### src/rtl/csa_pkg.sv
// Shared types and helpers for the carry-save resolver.
// Operand weights: sum bit i weighs 2^i, carry bit i weighs 2^(i+1).
package csa_pkg;

    typedef enum logic [1:0] {
        IDLE = 2'd0,
        RUN  = 2'd1,
        DONE = 2'd2
    } csa_state_e;

    localparam int CARRY_WEIGHT_SHIFT = 1;

    function automatic int chunk_count(input int width, input int chunk);
        return width / chunk;
    endfunction

endpackage

### src/rtl/csa_chunk_adder.sv
// CHUNK-bit ripple adder assembled from single-bit full-adder cells.
// Purely combinational; the resolver instantiates one of these in its datapath.
module csa_full_adder (
    input  logic a,
    input  logic b,
    input  logic ci,
    output logic s,
    output logic co
);
    assign s  = a ^ b ^ ci;
    assign co = (a & b) | (ci & (a ^ b));
endmodule

module csa_chunk_adder #(
    parameter int CHUNK = 2
) (
    input  logic [CHUNK-1:0] a,
    input  logic [CHUNK-1:0] b,
    input  logic             cin,
    output logic [CHUNK-1:0] sum,
    output logic             cout
);
    logic [CHUNK:0] c;

    assign c[0] = cin;

    for (genvar i = 0; i < CHUNK; i++) begin : g_fa
        csa_full_adder u_fa (
            .a  (a[i]),
            .b  (b[i]),
            .ci (c[i]),
            .s  (sum[i]),
            .co (c[i+1])
        );
    end

    assign cout = c[CHUNK];
endmodule

### src/rtl/csa_resolver.sv
// Resolves a {sum, carry} pair to binary with a chunked, multi-cycle carry-propagate add.
// Optional out_ovf port is enabled by defining CSA_RESOLVER_OVF_EN.
//
// state | meaning
// IDLE  | in_ready high, waiting for an operand pair
// RUN   | resolving one CHUNK-bit slice per cycle, carry held between slices
// DONE  | out_valid high, result held until out_ready
module csa_resolver
    import csa_pkg::*;
#(
    parameter int WIDTH = 8,
    parameter int CHUNK = 2
) (
    input  logic             clk,
    input  logic             rst,
    input  logic             in_valid,
    output logic             in_ready,
    input  logic [WIDTH-1:0] in_sum,
    input  logic [WIDTH-1:0] in_carry,
    output logic             out_valid,
    input  logic             out_ready,
`ifdef CSA_RESOLVER_OVF_EN
    output logic             out_ovf,
`endif
    output logic [WIDTH+1:0] out_result
);

    localparam int NCH  = chunk_count(WIDTH, CHUNK);
    localparam int IDXW = (NCH > 1) ? $clog2(NCH) : 1;
    localparam logic [IDXW-1:0] LAST_IDX = IDXW'(NCH - 1);

    csa_state_e        state_q, state_d;
    logic [IDXW-1:0]   idx_q, idx_d;
    logic              carry_q, carry_d;
    // A's two top bits are always zero, so only the live bits are stored;
    // B is held pre-shifted by the carry weight, its top bit is B[WIDTH].
    logic [WIDTH-1:0]  a_q, a_d;
    logic [WIDTH:0]    b_q, b_d;
    logic [WIDTH+1:0]  result_q, result_d;

    logic [CHUNK-1:0]  chunk_a, chunk_b, chunk_sum;
    logic              chunk_cout;

    csa_chunk_adder #(.CHUNK(CHUNK)) u_adder (
        .a    (chunk_a),
        .b    (chunk_b),
        .cin  (carry_q),
        .sum  (chunk_sum),
        .cout (chunk_cout)
    );

    always_comb begin
        state_d  = state_q;
        idx_d    = idx_q;
        carry_d  = carry_q;
        a_d      = a_q;
        b_d      = b_q;
        result_d = result_q;
        chunk_a  = '0;
        chunk_b  = '0;

        for (int i = 0; i < NCH; i++) begin
            if (idx_q == IDXW'(i)) begin
                chunk_a = a_q[i*CHUNK +: CHUNK];
                chunk_b = b_q[i*CHUNK +: CHUNK];
            end
        end

        case (state_q)
            IDLE: begin
                if (in_valid) begin
                    a_d     = in_sum;
                    b_d     = {in_carry, 1'b0} << (CARRY_WEIGHT_SHIFT - 1);
                    idx_d   = '0;
                    carry_d = 1'b0;
                    state_d = RUN;
                end
            end
            RUN: begin
                for (int i = 0; i < NCH; i++) begin
                    if (idx_q == IDXW'(i)) begin
                        result_d[i*CHUNK +: CHUNK] = chunk_sum;
                    end
                end
                carry_d = chunk_cout;
                idx_d   = idx_q + IDXW'(1);
                if (idx_q == LAST_IDX) begin
                    result_d[WIDTH+1:WIDTH] = {1'b0, chunk_cout} + {1'b0, b_q[WIDTH]};
                    idx_d   = '0;
                    state_d = DONE;
                end
            end
            DONE: begin
                if (out_ready) begin
                    state_d = IDLE;
                end
            end
            default: state_d = IDLE;
        endcase
    end

    always_ff @(posedge clk) begin
        if (rst) begin
            state_q  <= IDLE;
            idx_q    <= '0;
            carry_q  <= 1'b0;
            a_q      <= '0;
            b_q      <= '0;
            result_q <= '0;
        end else begin
            state_q  <= state_d;
            idx_q    <= idx_d;
            carry_q  <= carry_d;
            a_q      <= a_d;
            b_q      <= b_d;
            result_q <= result_d;
        end
    end

`ifdef CSA_RESOLVER_OVF_EN
    logic ovf_q, ovf_d;

    always_comb begin
        ovf_d = ovf_q;
        if (state_q == RUN && idx_q == LAST_IDX) begin
            ovf_d = |result_d[WIDTH+1:WIDTH];
        end
    end

    always_ff @(posedge clk) begin
        if (rst) begin
            ovf_q <= 1'b0;
        end else begin
            ovf_q <= ovf_d;
        end
    end

    assign out_ovf = ovf_q;
`endif

    assign in_ready   = (state_q == IDLE);
    assign out_valid  = (state_q == DONE);
    assign out_result = result_q;

endmodule
### config.mk
export PLATFORM = sky130hd
export DESIGN_NAME = csa_resolver
export DESIGN_NICKNAME = d
export VERILOG_FILES = /design/src/rtl/csa_pkg.sv /design/src/rtl/csa_chunk_adder.sv /design/src/rtl/csa_resolver.sv
export SDC_FILE = /design/constraint.sdc
export NUM_CORES = 1
export LEC_CHECK = 0
export CAP_MARGIN = 10
export CORE_MARGIN = 3
export CORE_UTILIZATION = 50
export CTS_BUF_LIST = sky130_fd_sc_hd__clkbuf_8
export DETAILED_ROUTE_END_ITERATION = 7
export DONT_BUFFER_PORTS = 1
export PLACE_DENSITY = 0.71
export SLEW_MARGIN = 20
export SYNTH_ARGS = -nofsm -noshare
export SYNTH_HDL_FRONTEND = slang
export SYNTH_HIERARCHICAL = 1
export SYNTH_SLANG_ARGS = --single-unit
### constraint.sdc
create_clock -name clk -period 2.5 [get_ports clk]
set_clock_uncertainty 0.2 [all_clocks]
set_input_delay 0.5 -clock clk [delete_from_list [all_inputs] [get_ports clk]]
set_output_delay 0.5 -clock clk [all_outputs]
set_load 0.02 [all_outputs]
# --- After elaboration in Yosys (flattened, before gate mapping) ---
# Index checks and enable logic that the tools add are counted.
op_classes:
  n_reduce_logical: 10
  n_addsub: 2
  muxes: 17
  n_bitwise: 10
  n_eq_ne: 8
ops:
  columns: ["operator", "count"]
  rows:
  - ["$mux W2", 13]
  - ["$reduce_and A2 Y1", 6]
  - ["$eq A2 B2 Y1 const B", 3]
  - ["$pmux W2 S3", 1]
  - ["$and A1 B1 Y1", 4]
  - ["$eq A2 B1 Y1 const B", 2]
  - ["$logic_not A2 Y1", 2]
  - ["$ne A2 B2 Y1 const B", 2]
  - ["$pmux W2 S2", 1]
  - ["$xor A1 B1 Y1", 4]
  - ["$reduce_and A3 Y1", 1]
  - ["$add A1 B1 Y2", 1]
  - ["$add A2 B1 Y2 const B", 1]
  - ["$ne A2 B1 Y1 const B", 1]
  - ["$or A1 B1 Y1", 2]
  - ["$pmux W1 S2", 1]
  - ["$reduce_bool A2 Y1", 1]
  - ["$mux W1", 1]
totals:
  reg_bits: 31
  out_inout_bits: 12
  inputBits: 20
  word_cells: 56

# --- Longest topological paths before layout ---
logic_depth:
  ltp_word: 11
  depth_mapped: 10
  mapped_depth_nobuf: 9

# --- By module ---
# The synthesis kept the hierarchy.
modules_own_cells:
  columns: ["mod", "seq_area_each_um2", "instances", "cells_per_inst", "area_each_um2"]
  rows:
  - ["csa_resolver", 620.6, 1, 163, 1615.3]
  - ["csa_full_adder", 0.0, 2, 1, 20.0]

# --- Least setup slack after synthesis ---
# OpenSTA, ideal clock, no wires.
synth_path:
  path_type: "reg2reg"
  from: "register idx_q[0]"
  to: "register result_q[8], in the netlist out_result[8]"
  synth_period_minus_slack_ns: 2.617
  path_buffers: 1
  t_arrival_ns: 2.294
  setup_ns: 0.123
  path_stages_with_launch: 11
  t_required_ns: 2.177
  slack_ns: -0.117
  cell_sequence: "dfxtp_1 -> inv_1 -> ha_1 -> clkbuf_1 -> a211oi_1 -> a211oi_1 -> fa_1 -> fa_1 -> ha_1 -> nand2b_1 -> mux2i_1"
synth_via:
  elab_chain_len: 11
  elab_cells_between_ends: 22
  classes_between: "1 x add/sub; 3 x eq/ne; 8 x mux; 8 x bitwise; 2 x reduce/logical"
synth_lines:
  columns: ["element", "line", "source"]
  rows:
  - ["start: declaration", "csa_resolver.sv:33", "logic [IDXW-1:0] idx_q, idx_d;"]
  - ["start signal: assignment", "csa_resolver.sv:112", "idx_q <= idx_d;"]
  - ["$logic_not A2 Y1", "csa_resolver.sv:63", "if (idx_q == IDXW'(i)) begin"]
  - ["$mux W2 (3 in a row)", "csa_resolver.sv:63", null]
  - ["$mux W2 (*)", "csa_resolver.sv:63", null]
  - ["net chunk_a[0]", "csa_resolver.sv:41", "logic [CHUNK-1:0] chunk_a, chunk_b, chunk_sum;"]
  - ["$xor A1 B1 Y1", "csa_chunk_adder.sv:11", "assign co = (a & b) | (ci & (a ^ b));"]
  - ["$and A1 B1 Y1", "csa_chunk_adder.sv:11", null]
  - ["$or A1 B1 Y1 (*)", "csa_chunk_adder.sv:11", null]
  - ["net u_adder.c[1]", "csa_chunk_adder.sv:23", "logic [CHUNK:0] c;"]
  - ["$and A1 B1 Y1 (*)", "csa_chunk_adder.sv:11", null]
  - ["$or A1 B1 Y1 (*)", "csa_chunk_adder.sv:11", null]
  - ["net chunk_cout", "csa_resolver.sv:42", "logic chunk_cout;"]
  - ["$add A1 B1 Y2 (*)", "csa_resolver.sv:88", "result_d[WIDTH+1:WIDTH] = {1'b0, chunk_cout} + {1'b0, b_q[WIDTH]};"]
  - ["end signal: assignment", "csa_resolver.sv:116", "result_q <= result_d;"]
  - ["end: declaration", "csa_resolver.sv:39", "logic [WIDTH+1:0] result_q, result_d;"]
# Mark *: on every way through the listed nets, which the timed path passes. The rest lies on a longest branch.
# A chain may end at the register's enable or synchronous reset.

# --- Worst setup path after layout ---
# Ends and elaborated chain as after synthesis.

==> reports/metrics.json <==
{
  "run_status": {
    "run_status": "finished, final reports clean"
  },
  "pwr": {
    "power.density_nw_per_um2": 559,
    "total_leakage_power_nw": 0.733,
    "ir_drop_mv": 0.325,
    "p_total_mw": 1.06
  },
  "setup_path": {
    "critPathLaunchType": "flop",
    "timing.critical_path.cells": "inv_4, buf_4, ha_2, nand3b_1, a211oi_2, fa_2, fa_2, ha_1, nand2b_1, mux2i_1",
    "critical_path_fanouts_max": 4,
    "critical_path_required_ps": 2510,
    "critPathMostFrequentCell": "fa_2",
    "timing.setup.critical_path_class": "flop to flop",
    "critical-path-max-stage-delay_ps": 400,
    "arrival_ps": 2400,
    "endpoint_class_of_the_critical_path": "flop",
    "timing.critical_path.slowest_stage_cell": "dfxtp_4"
  },
  "drt": {
    "drc_errors": 0,
    "routed_wire_length_per_instance_microns": 14.7,
    "via_count": 1130,
    "initialDrtViolationCount": 30,
    "post_drt_via_cell_ratio": 5.23,
    "drt-pass1-iter-count": 4,
    "drtAntennaViolNets": 0,
    "drt-total-wl_mm": 3.17
  },
  "synth": {
    "syn_inst_count": 165,
    "synthDominantAreaCellType": "dfxtp_1",
    "synthDominantCellAreaShare_pct": 37.5,
    "synth_async_sr_flop_share_pct": 0,
    "post_synth_main_area_contributors": "dfxtp_1 (37%), nand2b_1 (19%), mux2i_1 (16%)",
    "synth.ff_latch_count": 31,
    "synth_commonest_cells": "nand2b_1 (50), dfxtp_1 (31), mux2i_1 (26)",
    "synthFlopType": "dfxtp_1",
    "synth_area_sq_um": 1660,
    "synthesis.nets": 192,
    "synth-compound-area-share_pct": 6.05,
    "synth_simple_gate_area_share_pct": 29.7,
    "avgSynthCellArea_sq_um": 10.0,
    "synthAdderAreaFrac_pct": 6.20,
    "combinational_family_with_the_most_area_after_synthesis": "simple AND/OR/NAND/NOR gates",
    "post_synth_mux_area_share_pct": 15.7,
    "synth_xor_xnor_area_share_pct": 0,
    "ys_warn_count": 6,
    "number_of_enable_flip_flop_cells_after_synthesis": 0,
    "yosys.cell_count.top_type": "nand2b_1",
    "synth.distinct_cells": 27,
    "seq_area_frac_synth_pct": 37.5
  },
  "clocking": {
    "cts-root-to-sink-buffers": 2,
    "cts_tree": "yes",
    "worst_setup_hold_path_clk_slew_ps": 60,
    "clk-insertion-delay-late_ps": 270,
    "clock_tree.htree_level_count": 2,
    "tritoncts.num_buffers": 5,
    "tritoncts_num_sinks": 31,
    "post_cts_hold_buffer_count": 0,
    "clock-root-buffer": "clkbuf_8"
  },
  "global_route": {
    "largest_net_degree_at_the_start_of_global_routing": 55,
    "first_global_vias": 1130,
    "total_track_usage_pct": 16.8,
    "number_of_antenna_violations_at_the_first_check_in_global_routing": 0,
    "grt_remaining_overflow": 0,
    "first_pass_grt_wire_length_mm": 5.38
  },
  "placement": {
    "placedCellCount": 208,
    "post_dp_cell_area_sq_um": 1740,
    "routabilityCongestion": 0.880,
    "portBuffers": 0,
    "detailedPlace.worstSlack_ps": -86.9,
    "hpwlAfterDp_mm": 2.21
  },
  "sta": {
    "setup_viol": 0,
    "totalNegativeSetupSlack_ps": 0,
    "period_share_pct": 95.9,
    "slew_violations": 0,
    "fin_hold_ws_ps": 77.9,
    "timing.final.ws_setup_ps": 102,
    "timing.max_slew.rel_slack_pct": 68.8,
    "finalWorstPathRequiredPeriod_ps": 2400,
    "max_slew.worst_pin.slew_ps": 468,
    "hold_violations": 0,
    "fmaxAchievable_mhz": 417
  },
  "floorplanning": {
    "placeableCoreArea_sq_um": 3100,
    "ios": 32,
    "initial_core_util_pct": 53.3,
    "die_area_sq_um": 4040,
    "floorplan.die.height_microns": 63.5,
    "die_width_microns": 63.5,
    "num_rows": 20
  },
  "cells_and_area": {
    "final_net_count": 199,
    "num_antenna_cells": 0,
    "final_cells": 216,
    "final_core_util_pct": 61.3,
    "synth_to_layout_area_growth_pct": 14.9,
    "area_of_all_placed_cells_without_fillers_sq_um": 1900,
    "post_route_cells_drive_above_1_share_pct": 22.7
  },
  "run": {
    "maxCapViolations": 0
  },
  "hold_path": {
    "worstHoldPathType": "input pin to flop"
  }
}
==> sequential cells by signal (all words and copies together) (netlist names) <==
| name | flops |
|---|---|
| a_q | 8 |
| b_q | 8 |
| carry_q | 1 |
| idx_q | 2 |
| out_result | 10 |
| state_q | 2 |
==> report_power, final <==
part	total, mW	internal (mW)	switching [mW]
logic	0.131	0.0740	0.0566
registers	0.543	0.517	0.0254
clock network	0.391	0.216	0.175
==> logic make-up (layout without fill, tap and decap cells) <==
| family | count (synthesis) | in the layout |
|---|---|---|
| AOI/OAI and AO/OA | 14 | 14 |
| adders and majority gates | 7 | 7 |
| buffers and inverters | 14 | 21 |
| DFF | 31 | 31 |
| muxes | 26 | 26 |
| and+or+nand+nor | 73 | 73 |
==> critical path: cells and delay by family, from the launching register on <==
| family | cells | cell delay [ps] |
|---|---|---|
| AOI/OAI and AO/OA | 1 | 90 |
| adders and majority gates | 4 | 1190 |
| buffers and inverters | 2 | 170 |
| DFF | 1 | 400 |
| muxes | 1 | 130 |
| and+or+nand+nor | 2 | 160 |
==> routing by layer <==
metal	vias to the layer above	GRT usage, %	wire length, microns
li1	569	-	-
met1	528	21.6	1490
met2	31	27.5	1500
met3	2	5.88	175
met4	0	2.96	4
met5	-	0	0
==> path summary, 6_finish.rpt <==
| check | depth (start not counted) | endpoint | start | slack, ps |
|---|---|---|---|---|
| worst min-delay path | 1 | state_q[1] | rst | 80 |
| worst min register to register | 2 | b_q[5] | b_q[5] | 280 |
| worst max-delay path | 10 | out_result[8] | idx_q[0] | 100 |
| worst max register to register | 10 | out_result[8] | idx_q[0] | 100 |
==> placed cells by master, fill, tap and decap left out, types with 2 or more instances in the layout <==
cell type / Yosys / routed
and3b_2: 2 / 2
a21oi_2: 1 / 2
nor3b_1: 4 / 2
a211oi_2: 0 / 2
mux2i_1: 26 / 26
ha_4: 0 / 3
buf_4: 2 / 12
dfxtp_4: 0 / 2
fa_2: 0 / 2
nor3b_2: 0 / 2
nor2b_1: 5 / 5
clkbuf_8: 0 / 6
a211oi_1: 7 / 5
dfxtp_1: 31 / 29
nand2b_1: 50 / 49
nand3b_1: 7 / 7
==> timing repair <==
action	CTS	global route
setup endpoints to repair	3	6
cloned	0	0
setup buffers	0	1
pin swaps	1	5
gates resized for setup	5	12
==> cell type report <==
cell class,instances,area (sq um)
clock buffers,6,82.6
clock inverters,1,5.00
fillers,278,1200
inverters,2,10.0
multi-input cells,120,1030
flip-flops and latches,31,628
well taps,44,55.1
repair buffers,12,90.1
No activity file was read; power rests on OpenSTA's default activity.
